[src/rtl/ring_count_decode.sv]
// Decodes a captured three-digit Johnson-coded ring counter value into binary, derives the
// modulo-1000 advance since the previous sample, and averages it over a 2^pAVG_LOG2 window.
module ring_count_decode #(
  parameter int unsigned pAVG_LOG2 = 2
) (
  input  logic       i_clk,
  input  logic       i_rst,
  input  logic       i_sample,
  input  logic [4:0] i_100,
  input  logic [4:0] i_010,
  input  logic [4:0] i_001,
  output logic       o_valid,
  output logic [9:0] o_count,
  output logic [9:0] o_delta,
  output logic       o_err,
  output logic       o_avg_valid,
  output logic [9:0] o_avg
);

  localparam int unsigned AccW = 10 + pAVG_LOG2;
  localparam int unsigned CntW = pAVG_LOG2 + 1;
  localparam logic [CntW-1:0] WinLen = CntW'(2 ** pAVG_LOG2);

  // Returns {illegal, bcd}; illegal codes decode to 0.
  function automatic logic [4:0] dec_digit(input logic [4:0] code);
    logic [4:0] res;
    case (code)
      5'b00000: res = 5'd0;
      5'b00001: res = 5'd1;
      5'b00011: res = 5'd2;
      5'b00111: res = 5'd3;
      5'b01111: res = 5'd4;
      5'b11111: res = 5'd5;
      5'b11110: res = 5'd6;
      5'b11100: res = 5'd7;
      5'b11000: res = 5'd8;
      5'b10000: res = 5'd9;
      default:  res = 5'b10000;
    endcase
    return res;
  endfunction

  // S1: raw digit capture
  logic       s1_valid_d, s1_valid_q;
  logic [4:0] s1_h_d, s1_h_q, s1_t_d, s1_t_q, s1_o_d, s1_o_q;
  // S2: decoded BCD
  logic       s2_valid_d, s2_valid_q, s2_err_d, s2_err_q;
  logic [3:0] s2_h_d, s2_h_q, s2_t_d, s2_t_q, s2_o_d, s2_o_q;
  // S3: binary count
  logic       s3_valid_d, s3_valid_q, s3_err_d, s3_err_q;
  logic [9:0] s3_count_d, s3_count_q;
  // S4: delta, averaging and outputs
  logic            prime_d, prime_q;
  logic [9:0]      prev_d, prev_q;
  logic [AccW-1:0] acc_d, acc_q;
  logic [CntW-1:0] win_cnt_d, win_cnt_q;
  logic            valid_d, valid_q, err_d, err_q, avg_valid_d, avg_valid_q;
  logic [9:0]      count_d, count_q, delta_d, delta_q, avg_d, avg_q;

  logic [4:0]      dec_h, dec_t, dec_o;
  logic [9:0]      h_w, t_w, o_w;
  logic [10:0]     cur_w, prev_w;
  logic [9:0]      delta;
  logic [AccW:0]   sum;
  logic [CntW-1:0] cnt_inc;

  always_comb begin
    s1_valid_d = i_sample;
    s1_h_d     = i_100;
    s1_t_d     = i_010;
    s1_o_d     = i_001;
  end

  always_comb begin
    dec_h      = dec_digit(s1_h_q);
    dec_t      = dec_digit(s1_t_q);
    dec_o      = dec_digit(s1_o_q);
    s2_valid_d = s1_valid_q;
    s2_err_d   = s1_valid_q & (dec_h[4] | dec_t[4] | dec_o[4]);
    s2_h_d     = dec_h[3:0];
    s2_t_d     = dec_t[3:0];
    s2_o_d     = dec_o[3:0];
  end

  always_comb begin
    h_w        = {6'd0, s2_h_q};
    t_w        = {6'd0, s2_t_q};
    o_w        = {6'd0, s2_o_q};
    // 100 = 64 + 32 + 4, 10 = 8 + 2
    s3_count_d = (h_w << 6) + (h_w << 5) + (h_w << 2) + (t_w << 3) + (t_w << 1) + o_w;
    s3_valid_d = s2_valid_q;
    s3_err_d   = s2_err_q;
  end

  always_comb begin
    cur_w   = {1'b0, s3_count_q};
    prev_w  = {1'b0, prev_q};
    delta   = (cur_w >= prev_w) ? 10'(cur_w - prev_w) : 10'(cur_w + 11'd1000 - prev_w);
    sum     = (AccW + 1)'(acc_q) + (AccW + 1)'(delta);
    cnt_inc = win_cnt_q + CntW'(1);

    prime_d     = prime_q;
    prev_d      = prev_q;
    acc_d       = acc_q;
    win_cnt_d   = win_cnt_q;
    valid_d     = 1'b0;
    err_d       = 1'b0;
    count_d     = 10'd0;
    delta_d     = 10'd0;
    avg_valid_d = 1'b0;
    avg_d       = avg_q;

    if (s3_valid_q) begin
      if (s3_err_q) begin
        valid_d   = 1'b1;
        err_d     = 1'b1;
        prime_d   = 1'b0;
        acc_d     = '0;
        win_cnt_d = '0;
      end else if (!prime_q) begin
        prime_d = 1'b1;
        prev_d  = s3_count_q;
      end else begin
        valid_d = 1'b1;
        count_d = s3_count_q;
        delta_d = delta;
        prev_d  = s3_count_q;
        if (cnt_inc == WinLen) begin
          avg_valid_d = 1'b1;
          avg_d       = 10'(sum >> pAVG_LOG2);
          acc_d       = '0;
          win_cnt_d   = '0;
        end else begin
          acc_d     = AccW'(sum);
          win_cnt_d = cnt_inc;
        end
      end
    end
  end

  always_ff @(posedge i_clk) begin
    if (i_rst) begin
      s1_valid_q  <= 1'b0;
      s1_h_q      <= '0;
      s1_t_q      <= '0;
      s1_o_q      <= '0;
      s2_valid_q  <= 1'b0;
      s2_err_q    <= 1'b0;
      s2_h_q      <= '0;
      s2_t_q      <= '0;
      s2_o_q      <= '0;
      s3_valid_q  <= 1'b0;
      s3_err_q    <= 1'b0;
      s3_count_q  <= '0;
      prime_q     <= 1'b0;
      prev_q      <= '0;
      acc_q       <= '0;
      win_cnt_q   <= '0;
      valid_q     <= 1'b0;
      err_q       <= 1'b0;
      count_q     <= '0;
      delta_q     <= '0;
      avg_valid_q <= 1'b0;
      avg_q       <= '0;
    end else begin
      s1_valid_q  <= s1_valid_d;
      s1_h_q      <= s1_h_d;
      s1_t_q      <= s1_t_d;
      s1_o_q      <= s1_o_d;
      s2_valid_q  <= s2_valid_d;
      s2_err_q    <= s2_err_d;
      s2_h_q      <= s2_h_d;
      s2_t_q      <= s2_t_d;
      s2_o_q      <= s2_o_d;
      s3_valid_q  <= s3_valid_d;
      s3_err_q    <= s3_err_d;
      s3_count_q  <= s3_count_d;
      prime_q     <= prime_d;
      prev_q      <= prev_d;
      acc_q       <= acc_d;
      win_cnt_q   <= win_cnt_d;
      valid_q     <= valid_d;
      err_q       <= err_d;
      count_q     <= count_d;
      delta_q     <= delta_d;
      avg_valid_q <= avg_valid_d;
      avg_q       <= avg_d;
    end
  end

  assign o_valid     = valid_q;
  assign o_count     = count_q;
  assign o_delta     = delta_q;
  assign o_err       = err_q;
  assign o_avg_valid = avg_valid_q;
  assign o_avg       = avg_q;

endmodule

[config.mk]
export PLATFORM = sky130hd
export DESIGN_NAME = ring_count_decode
export DESIGN_NICKNAME = d
export VERILOG_FILES = /design/src/rtl/ring_count_decode.sv
export SDC_FILE = /design/constraint.sdc
export NUM_CORES = 1
export LEC_CHECK = 0
export BUFFER_PORTS_ARGS = -buffer_cell sky130_fd_sc_hd__buf_2
export CORE_UTILIZATION = 60
export CTS_CLUSTER_SIZE = 14
export DETAILED_ROUTE_END_ITERATION = 10
export PLACE_DENSITY_LB_ADDON = 0.1
export SLEW_MARGIN = 20
export SYNTH_ARGS = -nofsm -noshare
export SYNTH_HDL_FRONTEND = slang
export SYNTH_SLANG_ARGS = --single-unit
[constraint.sdc]
create_clock -name i_clk -period 11.65 [get_ports i_clk]
set_input_delay 1.7475 -clock i_clk [delete_from_list [all_inputs] [get_ports i_clk]]
set_output_delay 1.7475 -clock i_clk [all_outputs]
set_load 0.05 [all_outputs]
# Word-level counts from Yosys, hierarchy flattened
# Memories as Yosys holds them, arrays and structs flattened. A register that Yosys moved wholly into a read port is not among the register bits.
# Index checks and enable logic that the tools add are counted.
# word_totals
register_bits	86
romBits	480
input_bits	18
out_inout_bits	33
word_cells	61
n_memories	3
# classes
addsub	10
magnitude_cmp	1
n_eq_ne	1
n_mux	15
bitwise_logic	6
n_reduce_logical	6
# mem_list
memory	depth	word_bits	read_ports	rd_clocked_by_memory_dff	write_ports	line	text
(name not given)	32	5	1	1	0	27	case (code)
(name not given)	32	5	1	1	0	27	
(name not given)	32	5	1	1	0	27	
# ops
cell	count
$mux 12	3
$sub 10x10->10	2
$mux 5	3
$add 12x10->12	1
$add 10x10->10 const B	1
$add 10x4->10	1
$add 10x5->10	1
$add 10x6->10	1
$add 10x7->10	1
$add 10x9->10	1
$ge 10x10->1	1
$mux 10	1
$mux 3	3
$mux 1	5
$reduce_and 2->1	2
$reduce_and 4->1	1
$reduce_or 4->1	1
$add 3x1->3 const B	1
$eq 3x3->1 const B	1
$not 1->1	3
$or 1x1->1	2
$reduce_bool 2->1	1
$reduce_or 2->1	1
$and 1x1->1	1

# Logic depth before layout (Yosys ltp)
# logic_depth
word_depth	7
depth_mapped	19
mapped_depth_nobuf	19

# Worst setup path after synthesis
# Ideal clock, no wire load.
# synth_timing
kind	register to register
from	register prev_q[2]
to	register acc_q[9]
setup_time_ps	116
arrival_time_ps	3574
required_time_ps	11534
setup_slack_ps	7960
path_stages_with_launch	16
path_cell_list	dfxtp_1 inv_1 ha_1 fa_1 or2b_1 a21oi_1 o31a_1 o311ai_0 nand2_1 ha_1 and2_1 nand2_1 a21oi_1 a211oi_1 mux2_2 a31o_2
# synth_via
elab_chain_len	6
elab_cells_between_ends	8
classes_between	add/sub (3); order compare (1); mux (4)
# synth_lines
element	line	text
start: declaration	54	logic [9:0] prev_d, prev_q;
start signal: assignment	179	prev_q <= prev_d;
$sub 10x10->10 / $ge 10x10->1 (equally long branches)	98	delta = (cur_w >= prev_w) ? 10'(cur_w - prev_w) : 10'(cur_w + 11'd1000 - prev_w);
$mux 10 *	98	
via delta[6]	63	logic [9:0] delta;
$add 12x10->12 *	99	sum = (AccW + 1)'(acc_q) + (AccW + 1)'(delta);
$mux 12 *	128	if (cnt_inc == WinLen) begin
$mux 12 *	120	end else if (!prime_q) begin
$mux 12 *	114	if (s3_err_q) begin
end signal: assignment	157	acc_q <= '0;
end signal: assignment	180	acc_q <= acc_d;
end: declaration	55	logic [AccW-1:0] acc_d, acc_q;
# Mark *: on every way through the listed nets, which the timed path passes. The rest lies on a longest branch. The select of a mux whose other input is x is not followed.
# A chain may end at the register's enable or synchronous reset.

# Final worst setup path
# Same ends and word-level chain as after synthesis.

==> flow_summary.yaml <==
status:
  outcome: "finished, final reports clean"
global_route:
  first_global_vias: 4377
  grt_max_degree: 81
  gr-total-overflow: 0
  grt_usage_pct: 25.1
  grt_pass1_wl_um: 19700
  antenna_found_initial: 0
timing:
  fin_tns_setup_ps: 0
  max_slew_margin_pct: 46.1
  fin_crit_sh_pct: 37.7
  finalSetupViolCount: 0
  clock.fmax_ghz: 0.228
  period_needed_ps: 4400
  finalWorstSetupSlack_ps: 7250
  slew_viol_final: 0
  tightestPinTransition_ps: 806
  fin_skew_ps: 18.2
  rsz0062_at_grt: "false"
  hold_violations: 0
drt:
  routed_via_density: 5.70
  wl_per_cell_um: 14.3
  drc: 0
  vias: 4625
  dr.pass1.iters: 5
  drt_wl_total_um: 11600
  ant_nets: 0
  drtIter0Drc: 199
placed_design:
  dp_cells: 795
  gp_congestion: 0.861
  portBuffers: 50
  place_ws_ps: 7170
  hpwl_um: 8700
clock_network:
  path_clk_slew_ps: 110
  cts_tree: "built"
  cts_setup_buffers: 0
  hold_buffers: 0
  cts_resized: 0
  cts_sinks: 101
  clk_latency_ps: 360
  root_buffer: "clkbuf_8"
  cts_max_path_buffers: 2
  cts-buffers-inserted: 9
  htreeDepth: 3
floorplanning:
  dieHeight_um: 99.1
  io_pins: 51
  die_area_mm2: 0.00981
  die_x_um: 99.1
  rows: 35
  start_util_pct: 61.5
  core-area_mm2: 0.00920
layout:
  final_common_cell: "dfxtp_1"
  final_cells: 811
  layout_common_cells: "101 x dfxtp_1, 68 x nor2_1, 65 x nand2_1"
  area_growth_pct: 9.38
  n_antenna_cell: 0
  drive_above_1_share_pct: 11.9
  nets: 788
worst_setup_path:
  rrSetupSlack_ps: 7250
  critPathLaunchType: "flop"
  rr_endpoint: "acc_q[9]"
  timing.rr.start: "prev_q[2]"
  critPathMaxFanout: 19
  crit_arrival_ps: 4660
  worstRegToRegCells: 15
  crit_required_ps: 11910
  crit_type: "flop to flop"
  end_kind: "flop"
logic_synthesis:
  synth_flop_cell: "dfxtp_1"
  synthesis.area_mm2: 0.00565
  synth.avg_cell_area_um2: 8.67
  yosysWarningCount: 0
  seq_area_frac_synth_pct: 35.8
  synth_async_sr_flop_share_pct: 0
  synth_cell_types: 65
  synth.net_count: 745
  synth_edf_count: 0
  synthCells: 652
  ys_seq_elements: 101
run:
  maxCapViolations: 0
power_and_ir_drop:
  peakVddDrop_mv: 0.0676
  total_power_w: 0.000731
  powerDensity_mw_per_mm2: 118
  p_leak_nw: 2.83
worst_hold_path:
  hold_class: "flop to flop"
  whs_path_depth: 1
  holdPathEnd: "s2_t_q[3]"
  worstHoldStart: "dec_t[3]"
## how the worst max path moves through the flow
stage                          end  cells past startpoint  slack (ps)      start
after floorplan           acc_q[9]                     15        7960  prev_q[2]
after global placement    dec_t[4]                     11        7290      i_rst
after detailed placement  dec_t[4]                     11        7170      i_rst
after CTS                 acc_q[9]                     15        7300  prev_q[2]
after global routing      acc_q[9]                     15        6990  prev_q[2]
final                     acc_q[9]                     15        7250  prev_q[2]
## state kept, by name, indices dropped and copies added (netlist names), 3 cells and up
register and flops:
s2_t_q 4, s2_o_q 4, o_delta 10, o_count 10, dec_h 5, o_avg 10, dec_o 5, acc_q 12
prev_q 10, s2_h_q 4, dec_t 5, s3_count_q 10, win_cnt_q 3
## layer usage
metal / global-route usage, % / share of wire, % / vias up
met4: 8.48 / 2.0 / 0
li1: - / - / 2316
met3: 3.62 / 4.4 / 23
met2: 45.0 / 49 / 125
met1: 30.8 / 45 / 2161
met5: 0 / 0 / -
## cell families after synthesis
group / after synthesis / synth area share, %
flip-flops: 101 / 35.8
multiplexers: 4 / 0.730
buffers and inverters: 71 / 4.78
XOR/XNOR: 19 / 3.08
AND/OR/NAND/NOR: 235 / 20.3
AO/OA/AOI/OAI: 147 / 17.0
adder cells (fa/ha/maj): 75 / 18.3
## report_power, final
part	switching (W)	internal, W
clock	0.000123	0.000108
sequential	0.00000403	0.000351
combinational	0.0000871	0.0000574
total	0.000215	0.000517
## cell usage after synthesis (11+ instances only)
cell type  number  area share (%)
nor2_1         68             4.5
clkbuf_1       14            0.93
nor3_1         12             1.1
o21ai_0        22             1.9
xnor2_1        11             1.7
dfxtp_1       101              36
nand3_1        11            0.97
ha_1           62              14
and2_1         11             1.2
nand2_1        65             4.3
fa_1           13             4.6
nor2b_1        26             2.9
a21oi_1        51             4.5
inv_1          52             3.5
## cell type report
class	instances	area (um^2)
clock buffer	11	141
clock inverter	5	63.8
fill	769	3010
inverter	52	195
multi-input combinational	480	3360
sequential	101	2020
tap	111	139
timing repair buffer	51	258
## through the flow
stage | cell area, um^2 | util (%) | hold slack, ps
6_report | 6180 | 67.2 | 444
3_5_place_dp | 5980 | 65.0 | 421
4_1_cts | 6180 | 67.2 | 447
3_3_place_gp | 5970 | 65.0 | 419
5_1_grt | 6180 | 67.2 | 462
2_1_floorplan | 5650 | - | 413
## worst max-delay path: stages, from the launching register on
cell and delay, ps:
dfxtp_1 390, inv_1 60, ha_1 210, fa_1 410, a211oi_1 340, nor4_2 100, o22ai_2 590, o311ai_0 350
nand2_1 190, ha_1 300, and2_1 220, nand2_1 80, a21oi_1 40, a211oi_1 430, mux2_2 400, a31o_2 210
Power figures use the tool's default switching activity.
